--- config.mk ---
export PLATFORM = sky130hd
export DESIGN_NAME = uart_tx_arb
export DESIGN_NICKNAME = d
export VERILOG_FILES = /design/src/rtl/uart_tx_arb.sv
export SDC_FILE = /design/constraint.sdc
export NUM_CORES = 1
export LEC_CHECK = 0
export BUFFER_PORTS_ARGS = -buffer_cell sky130_fd_sc_hd__buf_2
export CAP_MARGIN = 5
export CELL_PAD_IN_SITES_DETAIL_PLACEMENT = 1
export CELL_PAD_IN_SITES_GLOBAL_PLACEMENT = 1
export CORE_MARGIN = 5
export CORE_UTILIZATION = 33
export DETAILED_ROUTE_END_ITERATION = 16
export GPL_ROUTABILITY_DRIVEN = 0
export PLACE_DENSITY_LB_ADDON = 0.1
export SLEW_MARGIN = 30
export SYNTH_ARGS = -nofsm -noshare
export SYNTH_HDL_FRONTEND = slang
export SYNTH_SLANG_ARGS = --single-unit
--- constraint.sdc ---
create_clock -name clk -period 1.92 [get_ports clk]
set_input_delay 0.48 -clock clk [delete_from_list [all_inputs] [get_ports clk]]
set_output_delay 0.48 -clock clk [all_outputs]
set_load 0.03 [all_outputs]
--- src/rtl/uart_tx_arb.sv ---
// Round-robin arbiter letting NREQ byte streams share one UART transmit buffer.
// A grant ends on the packet's last byte, after MAX_BURST bytes, or after IDLE_TO idle cycles.
module uart_tx_arb #(
    parameter int NREQ      = 4,
    parameter int BITWIDTH  = 8,
    parameter int MAX_BURST = 16,
    parameter int IDLE_TO   = 64
) (
    input  logic                     clk,
    input  logic                     reset,
    input  logic [NREQ-1:0]          req_valid,
    input  logic [NREQ*BITWIDTH-1:0] req_data,
    input  logic [NREQ-1:0]          req_last,
    output logic [NREQ-1:0]          req_ready,
    output logic [BITWIDTH-1:0]      w_data,
    output logic                     wr_uart,
    input  logic                     tx_full,
    output logic [NREQ-1:0]          grant,
    output logic                     busy,
    output logic                     burst_cut,
    output logic                     timeout
);
    localparam int PW = (NREQ > 1) ? $clog2(NREQ) : 1;

    typedef enum logic {IDLE, XFER} state_t;

    state_t          state_q, state_d;
    logic [NREQ-1:0] grant_q, grant_d;
    logic [PW-1:0]   gidx_q, gidx_d;
    logic [PW-1:0]   ptr_q, ptr_d;
    logic [7:0]      cnt_q, cnt_d;
    logic [7:0]      idle_q, idle_d;

    logic                sel_valid;
    logic                sel_last;
    logic [BITWIDTH-1:0] sel_data;
    logic [2*NREQ-1:0]   valid_dbl;
    logic [PW:0]         shamt;
    logic [NREQ-1:0]     rot;
    logic                win_found;
    logic [PW-1:0]       win_idx;
    logic                grant_end;

    assign busy      = (state_q == XFER);
    assign grant     = grant_q;
    assign sel_valid = |(req_valid & grant_q);
    assign sel_last  = |(req_last & grant_q);
    assign req_ready = grant_q & {NREQ{busy & ~tx_full}};
    assign wr_uart   = busy & sel_valid & ~tx_full;
    assign w_data    = wr_uart ? sel_data : '0;

    always_comb begin
        sel_data = '0;
        for (int i = 0; i < NREQ; i++) begin
            if (grant_q[i]) sel_data = req_data[i*BITWIDTH +: BITWIDTH];
        end
    end

    // Rotate the valid vector so bit j is requester (ptr+1+j) mod NREQ; lowest set bit wins.
    assign valid_dbl = {req_valid, req_valid};
    assign shamt     = {1'b0, ptr_q} + {{PW{1'b0}}, 1'b1};
    assign rot       = NREQ'(valid_dbl >> shamt);

    always_comb begin
        win_found = 1'b0;
        win_idx   = '0;
        for (int j = NREQ - 1; j >= 0; j--) begin
            if (rot[j]) begin
                win_found = 1'b1;
                win_idx   = PW'((int'(ptr_q) + 1 + j) % NREQ);
            end
        end
    end

    always_comb begin
        state_d   = state_q;
        grant_d   = grant_q;
        gidx_d    = gidx_q;
        ptr_d     = ptr_q;
        cnt_d     = cnt_q;
        idle_d    = idle_q;
        burst_cut = 1'b0;
        timeout   = 1'b0;
        grant_end = 1'b0;
        case (state_q)
            IDLE: begin
                if (win_found) begin
                    state_d = XFER;
                    grant_d = {{(NREQ-1){1'b0}}, 1'b1} << win_idx;
                    gidx_d  = win_idx;
                    cnt_d   = '0;
                    idle_d  = '0;
                end
            end
            XFER: begin
                if (wr_uart) begin
                    cnt_d  = cnt_q + 8'd1;
                    idle_d = '0;
                end else if (!sel_valid) begin
                    idle_d = idle_q + 8'd1;
                end
                // A last byte landing on the burst limit is a normal packet end, not a cut.
                if (wr_uart && sel_last) begin
                    grant_end = 1'b1;
                end else if (wr_uart && (cnt_q == 8'(MAX_BURST - 1))) begin
                    grant_end = 1'b1;
                    burst_cut = 1'b1;
                end else if (!sel_valid && (idle_q == 8'(IDLE_TO - 1))) begin
                    grant_end = 1'b1;
                    timeout   = 1'b1;
                end
                if (grant_end) begin
                    state_d = IDLE;
                    grant_d = '0;
                    ptr_d   = gidx_q;
                end
            end
            default: state_d = IDLE;
        endcase
    end

    always_ff @(posedge clk) begin
        if (reset) begin
            state_q <= IDLE;
            grant_q <= '0;
            gidx_q  <= '0;
            ptr_q   <= PW'(NREQ - 1);
            cnt_q   <= '0;
            idle_q  <= '0;
        end else begin
            state_q <= state_d;
            grant_q <= grant_d;
            gidx_q  <= gidx_d;
            ptr_q   <= ptr_d;
            cnt_q   <= cnt_d;
            idle_q  <= idle_d;
        end
    end
endmodule

==> results of run 1 <==
==> final cells by class <==
type | count | area share (%)
Clock inverter | 1 | 0.300
Multi-Input combinational cell | 169 | 46.6
Tap cell | 54 | 2.70
Timing Repair Buffer | 98 | 27.9
Inverter | 3 | 0.550
Sequential cell | 25 | 20.3
Clock buffer | 3 | 1.65
==> kinds of logic (layout without fill, tap and decap cells) <==
logic type               count (synthesis)  in the layout
flip-flops                              25             25
buffers and inverters                   15            105
AO/OA/AOI/OAI                           43             43
XOR/XNOR                                 9              9
adder cells (fa/ha/maj)                  2              2
AND/OR/NAND/NOR                        112            112
multiplexers                             3              3
==> metrics by stage <==
step	hold slack (ns)	setup TNS (ns)
after floorplan	0.458	0
after global placement	0.476	-0.878
after detailed placement	0.483	-1.31
after CTS	0.459	-1.95
after global routing	0.462	-2.45
final	0.469	-1.66
==> synthesized netlist by cell type (2+ instances only) <==
master	n
mux2i_1	3
clkbuf_1	8
o22ai_1	2
a21oi_1	16
nor2b_1	13
nor4_1	3
xnor2_1	8
a211oi_1	2
dfxtp_1	25
nand3_1	11
a221oi_1	8
nand2b_1	2
ha_1	2
nand4_1	3
inv_1	3
o21ai_0	3
nand2_1	15
nor2_1	31
buf_2	4
and2_1	6
or2_2	4
a22oi_2	2
nand4b_1	2
a22oi_1	2
nor3_1	15
==> what timing repair did <==
action,CTS,global route
gates resized for setup,33,13
cloned,0,0
hold buffers,0,0
buffers inserted,5,3
pin swaps,3,2
setup endpoints to repair,11,11
==> flip-flops by register name, indices dropped and copies added (netlist names) <==
name and count:
idle_q 8, busy 1, grant 4, cnt_q 8, ptr_q 2, gidx_q 2
==> power by group <==
part / total [mW] / internal [mW] / switching [mW]
Clock: 0.321 / 0.147 / 0.174
Combinational: 0.326 / 0.151 / 0.174
Sequential: 0.544 / 0.533 / 0.0106
==> final timing paths <==
check	depth (start not counted)	to	start
setup reg to reg	8	idle_q[1]$_SDFFE_PP0P_	grant[0]$_SDFFE_PP0P_
hold reg to reg	2	cnt_q[1]$_SDFFE_PP0P_	cnt_q[1]$_SDFFE_PP0P_
setup / recovery	3	burst_cut	cnt_q[7]$_SDFFE_PP0P_
hold / removal	2	gidx_q[0]$_SDFFE_PP0P_	reset
==> per-layer routing <==
metal  GRT usage, %  share of wire, %  vias to the layer above
met3           2.83               5.7                        9
met1           21.2                45                      881
met4           4.12               1.4                        0
met2           29.8                48                       51
li1               -                 -                      933
met5              0                 0                        -
==> flow_metrics.env, run 1 <==
export IMPL_design_core_area_mm2=0.00469
export IMPL_period_needed_ns=2.09
export IMPL_place_area_mm2=0.00224
export IMPL_yosysWarnings=0
export IMPL_syn_to_final_growth_pct=58.7
export IMPL_synthTopCellsByArea="dfxtp_1 32%, nor2_1 7.4%, nor2b_1 5.2%"
export IMPL_status="finished, violations left"
export IMPL_synth_area_mm2=0.00158
export IMPL_diodes=0
export IMPL_cp_num_buf_inv=1
export IMPL_failed_checks="negative setup slack"
export IMPL_pin_count=63
export IMPL_dr_first_iter_drc_count=55
export IMPL_end_kind="output pin"
export IMPL_die_w_um=79.1
export IMPL_maxCapViolations=0
export IMPL_place_inst=341
export IMPL_p_per_area_mw_per_mm2=476
export IMPL_fin_crit_sh_pct=109
export IMPL_numClockSinks=25
export IMPL_cts_max_level=1
export IMPL_synth_main_ff_cell="dfxtp_1"
export IMPL_synth_top_family_by_area="simple AND/OR/NAND/NOR gates"
export IMPL_rsz0062_at_grt="yes"
export IMPL_rows=25
export IMPL_viasPerCell=5.31
export IMPL_worstPathRequired_ns=1.44
export IMPL_grt_pass1_wl_um=8660
export IMPL_critical_path_max_stage_delay_ns=0.56
export IMPL_cp_top_family="simple AND/OR/NAND/NOR gates"
export IMPL_fin_cells=353
export IMPL_place_hpwl_um=4220
export IMPL_min_path_type="in -> reg"
export IMPL_critPathSlowestCell="or4_4"
export IMPL_totalWireLength_um=5390
export IMPL_dieArea_mm2=0.00626
export IMPL_leakage_nw=1.05
export IMPL_ant_nets=0
export IMPL_grt_usage_pct=16.9
export IMPL_synth_compound_area_share_pct=19.2
export IMPL_final_common_cell="buf_2"
export IMPL_initial_core_util_pct=33.6
export IMPL_ir_drop_uv=257
export IMPL_ys_ff_latch=25
export IMPL_final_area_mm2=0.00250
export IMPL_clock_root_buffer="clkbuf_8"
export IMPL_tritoncts="done"
export IMPL_relSlewSlack_pct=71.1
export IMPL_final_core_util_pct=53.3
export IMPL_portBuffers=62
export IMPL_synth_xor_area_share_pct=5.00
export IMPL_timing_hold_violations_final=0
export IMPL_first_pass_iters=4
export IMPL_synth_simple_area_share_pct=36.7
export IMPL_grt_pass1_vias=1843
export IMPL_grt_max_degree=20
export IMPL_start_kind="flop"
export IMPL_finalSetupViolCount=11
export IMPL_clk_pin_slew_ns=0.09
export IMPL_worst_pin_slew_ns=0.434
export IMPL_fmaxAchievable_ghz=0.478
export IMPL_synth_top_area_share_pct=31.7
export IMPL_layout_common_cells="51 x buf_2, 30 x buf_4, 23 x nor2_1"
export IMPL_syn_nets=254
export IMPL_syn_instance_count=209
export IMPL_synth_enable_flop_cells=0
export IMPL_vias=1874
export IMPL_finalMaxSlewViolations=0
export IMPL_synth_area_leader_cell="dfxtp_1"
export IMPL_critical_path_class="reg -> out"
export IMPL_cts_path_max_buffers=2
export IMPL_wl_per_cell_um=15.3
export IMPL_pre_cts_ws_ns=-0.120
export IMPL_antenna_found_initial=0
export IMPL_drc=0
export IMPL_muxShareOfSynthArea_pct=1.90
export IMPL_crit_path_cell_trace="or4_4 > nor4_4 > buf_6"
export IMPL_finalNetCount=345
export IMPL_grt_overflow_total=0
export IMPL_worst_slack_ns=-0.172
export IMPL_final_setup_skew_ns=0.00841
export IMPL_multiInputGateArea_mm2=0.00116
export IMPL_drive_above_1_share_pct=48.2
export IMPL_critical_path_arrival_ns=1.61
export IMPL_seq_area_frac_synth_pct=31.7
export IMPL_r2r_slack_ns=0.12
export IMPL_synth_avg_cell_area_um2=7.54
export IMPL_ys_types=41
export IMPL_synth_fa_ha_area_share_pct=1.59
export IMPL_synthArstFlopShare_pct=0
export IMPL_path_max_fanout=2
export IMPL_die_h_um=79.1
export IMPL_power_mw=1.19
export IMPL_final_seq_area_um2=509
export IMPL_fillers=593
export IMPL_cts_made_buffers=3
export IMPL_worstSkewPairLatency_ns=0.27
No activity file was read; power rests on OpenSTA's default activity.
==> run 2, diff against run 1 <==
ABC_AREA = 1   (was default)
CORE_UTILIZATION = 35   (was 33)
CTS_BUF_LIST = sky130_fd_sc_hd__clkbuf_8   (was default)
==> run 2 against run 1 <==
  * The flow still finishes with violations (negative setup slack)
  * Flip-flop and latch count unchanged
  * Cell count grew 31%
  * Via count up 24%
==> flow_metrics.env, run 2 <==
export IMPL_pin_count=63
export IMPL_cts_path_max_buffers=2
export IMPL_synth_avg_cell_area_um2=6.27
export IMPL_dr_first_iter_drc_count=47
export IMPL_holdWs_ns=0.472
export IMPL_die_h_um=83.3
export IMPL_place_area_mm2=0.00245
export IMPL_grt_overflow_total=0
export IMPL_syn_instance_count=300
export IMPL_grt_max_degree=19
export IMPL_fin_crit_sh_pct=106
export IMPL_critical_path_arrival_ns=1.56
export IMPL_p_per_area_mw_per_mm2=461
export IMPL_final_setup_skew_ns=0.00567
export IMPL_route_met3_wl_um=268
export IMPL_finalMaxSlewViolations=0
export IMPL_leakage_nw=1.29
export IMPL_synth_area_leader_cell="dfxtp_1"
export IMPL_rsz0062_at_grt="yes"
export IMPL_fillers=714
export IMPL_maxCapViolations=0
export IMPL_wl_met2_um=3390
export IMPL_critical_path_class="reg -> out"
export IMPL_clk_pin_slew_ns=0.09
export IMPL_ir_drop_uv=342
export IMPL_cts_max_level=1
export IMPL_ant_nets=0
export IMPL_first_pass_iters=4
export IMPL_finalNetCount=438
export IMPL_cts_made_buffers=3
export IMPL_finalSetupViolCount=9
export IMPL_power_mw=1.28
export IMPL_pre_cts_ws_ns=-0.0955
export IMPL_numClockSinks=25
export IMPL_worst_slack_ns=-0.121
export IMPL_layout_common_cells="63 x nand2_1, 51 x buf_2, 38 x nor2_1"
export IMPL_critical_path_max_stage_delay_ns=0.38
export IMPL_cp_top_family="buffers and inverters"
export IMPL_viasPerCell=5.02
export IMPL_wl_per_cell_um=14.4
export IMPL_critPathSlowestCell="dfxtp_4"
export IMPL_ys_ff_latch=25
export IMPL_syn_nets=345
export IMPL_die_w_um=83.3
export IMPL_timing_hold_violations_final=0
export IMPL_initial_core_util_pct=36.4
export IMPL_crit_top_cell="inv_4"
export IMPL_worstPathRequired_ns=1.44
export IMPL_grt_pass1_vias=2389
export IMPL_min_path_type="reg -> reg"
export IMPL_synthTopCellsByArea="dfxtp_1 27%, nand2_1 13%, a21oi_1 8.5%"
export IMPL_antenna_found_initial=0
export IMPL_start_kind="flop"
export IMPL_status="finished, violations left"
export IMPL_totalWireLength_um=6660
export IMPL_yosysMostFrequentCell="nand2_1"
export IMPL_tns_ns=-0.355
export IMPL_relSlewSlack_pct=72.2
export IMPL_end_kind="output pin"
export IMPL_portBuffers=62
export IMPL_failed_checks="negative setup slack"
export IMPL_vias=2320
export IMPL_seq_area_frac_synth_pct=26.6
export IMPL_drive_above_1_share_pct=42.3
export IMPL_worst_pin_slew_ns=0.416
export IMPL_diodes=0
export IMPL_final_core_util_pct=53.8
export IMPL_synth_area_mm2=0.00188
export IMPL_synthTopCellsByCount="65 x nand2_1, 39 x nor2_1, 32 x a21oi_1"
export IMPL_synth_enable_flop_cells=0
export IMPL_yosysWarnings=0
export IMPL_rows=26
export IMPL_fmaxAchievable_ghz=0.490
export IMPL_drt_met1_wl_um=2890
export IMPL_drc=0
export IMPL_worstSkewPairLatency_ns=0.28
export IMPL_synthArstFlopShare_pct=0
export IMPL_place_inst=445
export IMPL_synth_main_ff_cell="dfxtp_1"
export IMPL_grt_pass1_wl_um=10800
export IMPL_final_common_cell="nand2_1"
export IMPL_path_max_fanout=6
export IMPL_synth_top_area_share_pct=26.6
export IMPL_ys_types=33
export IMPL_final_area_mm2=0.00278
export IMPL_period_needed_ns=2.04
export IMPL_fin_cells=462
export IMPL_dieArea_mm2=0.00694
export IMPL_syn_to_final_growth_pct=47.9
export IMPL_tritoncts="done"
export IMPL_grt_usage_pct=18.6
export IMPL_design_core_area_mm2=0.00517
export IMPL_cp_num_buf_inv=4
export IMPL_clock_root_buffer="clkbuf_8"
export IMPL_place_hpwl_um=5060
export IMPL_topRoutingLayerUsed="met4"
export IMPL_crit_path_cell_trace="inv_4 > o21ai_4 > nor2_4 > nor2_8 > buf_12 > inv_4 > nor4_4 > buf_4"
[run 2: changes by cell type after synthesis, sizes merged, moves of 4 or more]
cell / previous run / this run
nor2: 31 / 46
o21ai: 4 / 35
inv: 3 / 33
clkbuf: 8 / 3
nor2b: 13 / 0
a221oi: 8 / 0
nand2: 15 / 78
xnor2: 8 / 1
and2: 6 / 0
a22oi: 4 / 0
nor3: 15 / 3
a21oi: 16 / 33
nand3: 12 / 26
[run 2: final timing paths]
path,cells after the start,to,start,slack [ns]
hold / removal,2,gidx_q[1]$_SDFFE_PP0P_,gidx_q[1]$_SDFFE_PP0P_,0.47
hold reg to reg,2,gidx_q[1]$_SDFFE_PP0P_,gidx_q[1]$_SDFFE_PP0P_,0.47
setup reg to reg,11,ptr_q[0]$_SDFFE_PP1P_,grant[3]$_SDFFE_PP0P_,0.20
setup / recovery,8,burst_cut,grant[1]$_SDFFE_PP0P_,-0.12
[run 2: power breakdown]
| part | switching (mW) | leakage (nW) | total, mW | internal, mW |
|---|---|---|---|---|
| logic | 0.238 | 1.06 | 0.407 | 0.168 |
| registers | 0.0164 | 0.208 | 0.549 | 0.533 |
| clock network | 0.181 | 0.0255 | 0.327 | 0.146 |
[run 2: worst reg2reg max path, stage by stage (launching register included)]
cell and delay [ns]:
dfxtp_4 0.37, nand2_2 0.07, o21ai_4 0.06, nor2_4 0.17
nor2_8 0.05, buf_6 0.13, buf_4 0.14, buf_4 0.15
nand2_1 0.10, nand2_1 0.14, a21oi_1 0.15, o21ai_0 0.09
[run 2: cell type report]
cell class	count	area, um^2	area share, %
Multi-Input combinational cell	235	1310	47.2
Timing Repair Buffer	95	672	24.2
Sequential cell	25	524	18.8
Inverter	33	139	4.99
Tap cell	70	87.6	3.15
Clock buffer	3	41.3	1.48
Clock inverter	1	5.00	0.180
[run 2: timing repair]
action	CTS	global route
cloned	0	1
pin swaps	7	6
setup buffers	8	4
endpoints found under the setup margin	10	12
gates resized for setup	44	29
hold buffers	0	0
[run 2: cell families after synthesis]
family	count (synthesis)	synth area share, %
compound gates	71	19.9
fa+ha+maj	2	1.33
simple gates	159	41.5
flops	25	26.6
xor+xnor	3	1.40
buf+inv	40	9.25
[run 2: layer usage]
layer / up-vias / global-route usage [%]
met1: 1083 / 21.8
met3: 12 / 4.55
met2: 54 / 33.2
met4: 0 / 5.65
met5: - / 0
li1: 1171 / -
==> run 3, diff against run 2 <==
CORE_MARGIN = 3   (was 5)
PLACE_DENSITY = 0.84   (was default)
PLACE_DENSITY_LB_ADDON = default   (was 0.1)
SKIP_LAST_GASP = 1   (was default)
==> run 3 against run 2 <==
  * Total power grew 2.6%
  * Flip-flop and latch count is the same
  * Fmax down 1.3%
  * Register-to-register slack worse by 0.18 ns
  * Via count is 9.1% higher
  * The run still ends with negative setup slack left
  * Clock-buffer cell count is the same
  * Cell count up 1.5%
  * Core utilization rose by 3.2 points
  * Critical path depth is the same
  * Die area is 9.4% lower
  * Clock power down 5%
==> flow_metrics.env, run 3 (synthesized netlist as in run 2, its figures left out) <==
export IMPL_critical_path_class="reg -> out"
export IMPL_failed_checks="negative setup slack"
export IMPL_critical_path_arrival_ns=1.59
export IMPL_cp_top_family="buffers and inverters"
export IMPL_numClockSinks=25
export IMPL_final_common_cell="nand2_1"
export IMPL_cts_max_level=1
export IMPL_final_core_util_pct=57.0
export IMPL_worst_slack_ns=-0.149
export IMPL_power_mw=1.32
export IMPL_layout_common_cells="62 x nand2_1, 50 x buf_2, 37 x nor2_1"
export IMPL_syn_to_final_growth_pct=55.8
export IMPL_final_setup_skew_ns=0.00511
export IMPL_drc=0
export IMPL_min_path_type="reg -> reg"
export IMPL_cts_made_buffers=3
export IMPL_fin_crit_sh_pct=108
export IMPL_worst_pin_slew_ns=0.433
export IMPL_ir_drop_uv=306
export IMPL_r2r_slack_ns=0.02
export IMPL_end_kind="output pin"
export IMPL_tritoncts="done"
export IMPL_maxCapViolations=0
export IMPL_grt_usage_pct=21.8
export IMPL_finalSetupViolCount=14
export IMPL_p_per_area_mw_per_mm2=449
export IMPL_dr_first_iter_drc_count=123
export IMPL_fmaxAchievable_ghz=0.483
export IMPL_grt_overflow_total=0
export IMPL_timing_hold_violations_final=0
export IMPL_ant_nets=0
export IMPL_rows=26
export IMPL_fillers=690
export IMPL_start_kind="flop"
export IMPL_critPathSlowestCell="dfxtp_4"
export IMPL_pin_count=63
export IMPL_viasPerCell=5.40
export IMPL_portBuffers=62
export IMPL_place_hpwl_um=5000
export IMPL_place_area_mm2=0.00245
export IMPL_critical_path_depth=8
export IMPL_worstPathRequired_ns=1.44
export IMPL_path_max_fanout=5
export IMPL_diodes=0
export IMPL_die_w_um=79.3
export IMPL_worstSkewPairLatency_ns=0.27
export IMPL_grt_pass1_wl_um=11100
export IMPL_rsz0062_at_grt="yes"
export IMPL_cts_path_max_buffers=2
export IMPL_holdWs_ns=0.486
export IMPL_critical_path_max_stage_delay_ns=0.40
export IMPL_crit_path_cell_trace="inv_4 > nor2_4 > inv_4 > nor2_8 > buf_6 > o21ai_2 > a21oi_2 > buf_6"
export IMPL_initial_core_util_pct=36.6
export IMPL_design_core_area_mm2=0.00514
export IMPL_status="finished, violations left"
export IMPL_first_pass_iters=4
export IMPL_grt_pass1_vias=2426
export IMPL_antenna_found_initial=0
export IMPL_wl_per_cell_um=18.6
export IMPL_hold_depth=1
export IMPL_vias=2531
export IMPL_relSlewSlack_pct=71.1
export IMPL_finalMaxSlewViolations=0
export IMPL_totalWireLength_um=8730
export IMPL_cp_num_buf_inv=4
export IMPL_period_needed_ns=2.07
export IMPL_finalNetCount=445
export IMPL_die_h_um=79.3
export IMPL_drive_above_1_share_pct=44.9
export IMPL_grt_max_degree=19
export IMPL_clock_root_buffer="clkbuf_8"
export IMPL_dieArea_mm2=0.00629
export IMPL_leakage_nw=1.35
export IMPL_final_area_mm2=0.00293
export IMPL_reg2reg_depth=11
export IMPL_clk_pin_slew_ns=0.09
-- run 3: cell count changes in the layout (fill, tap and decap cells not counted), moves of 3 or more --
cell,before,now
buf_6,11,16
buf_4,29,35
nor2_4,3,6
o21ai_1,18,8
o21ai_0,8,17
-- run 3: power by group --
| part | switching (mW) | internal (mW) | leakage [nW] |
|---|---|---|---|
| sequential | 0.0221 | 0.532 | 0.209 |
| clock | 0.167 | 0.143 | 0.0269 |
| combinational | 0.279 | 0.172 | 1.11 |
| total | 0.468 | 0.848 | 1.35 |
-- run 3: what timing repair did --
action | in CTS | in global routing
cloned | 0 | 0
buffers inserted | 10 | 11
hold buffers | 0 | 0
resized for setup | 34 | 58
endpoints found under the hold margin | 0 | 0
endpoints found under the setup margin | 11 | 14
pin swaps | 7 | 9
-- run 3: worst register-to-register path: cells and delay by family (launching register included) --
| family | cells | cell delay [ns] |
|---|---|---|
| DFF | 1 | 0.59 |
| and+or+nand+nor | 11 | 1.19 |
-- run 3: path summary, 6_finish.rpt --
path / endpoint / startpoint
max: w_data[5] / busy$_SDFF_PP0_
min: cnt_q[3]$_SDFFE_PP0P_ / cnt_q[3]$_SDFFE_PP0P_
max reg2reg: grant[2]$_SDFFE_PP0P_ / ptr_q[0]$_SDFFE_PP1P_
min reg2reg: cnt_q[3]$_SDFFE_PP0P_ / cnt_q[3]$_SDFFE_PP0P_
-- run 3: routing by layer --
metal | global-route usage, % | wire, um | vias up
met1 | 24.5 | 3450 | 1247
met5 | 0 | 0 | -
met2 | 41.1 | 4710 | 77
li1 | - | - | 1183
met4 | 6.87 | 315 | 0
met3 | 4.08 | 262 | 24
-- run 3: final cells by class --
type | count | area, um^2 | area share [%]
Clock buffer | 3 | 41.3 | 1.41
Clock inverter | 1 | 3.75 | 0.128
Tap cell | 70 | 87.6 | 2.99
Multi-Input combinational cell | 235 | 1410 | 48.1
Timing Repair Buffer | 102 | 713 | 24.3
Inverter | 33 | 144 | 4.91
Sequential cell | 25 | 529 | 18.1
-- run 3: through the flow --
stage | setup TNS [ns] | std cells | setup WS, ns
finish | -1.37 | 469 | -0.149
CTS | -0.932 | 459 | -0.134
global route | -2.49 | 469 | -0.270
floorplan | -0.0179 | 300 | -0.0158
global placement | -0.235 | 445 | -0.0306
detailed placement | -0.670 | 445 | -0.0895
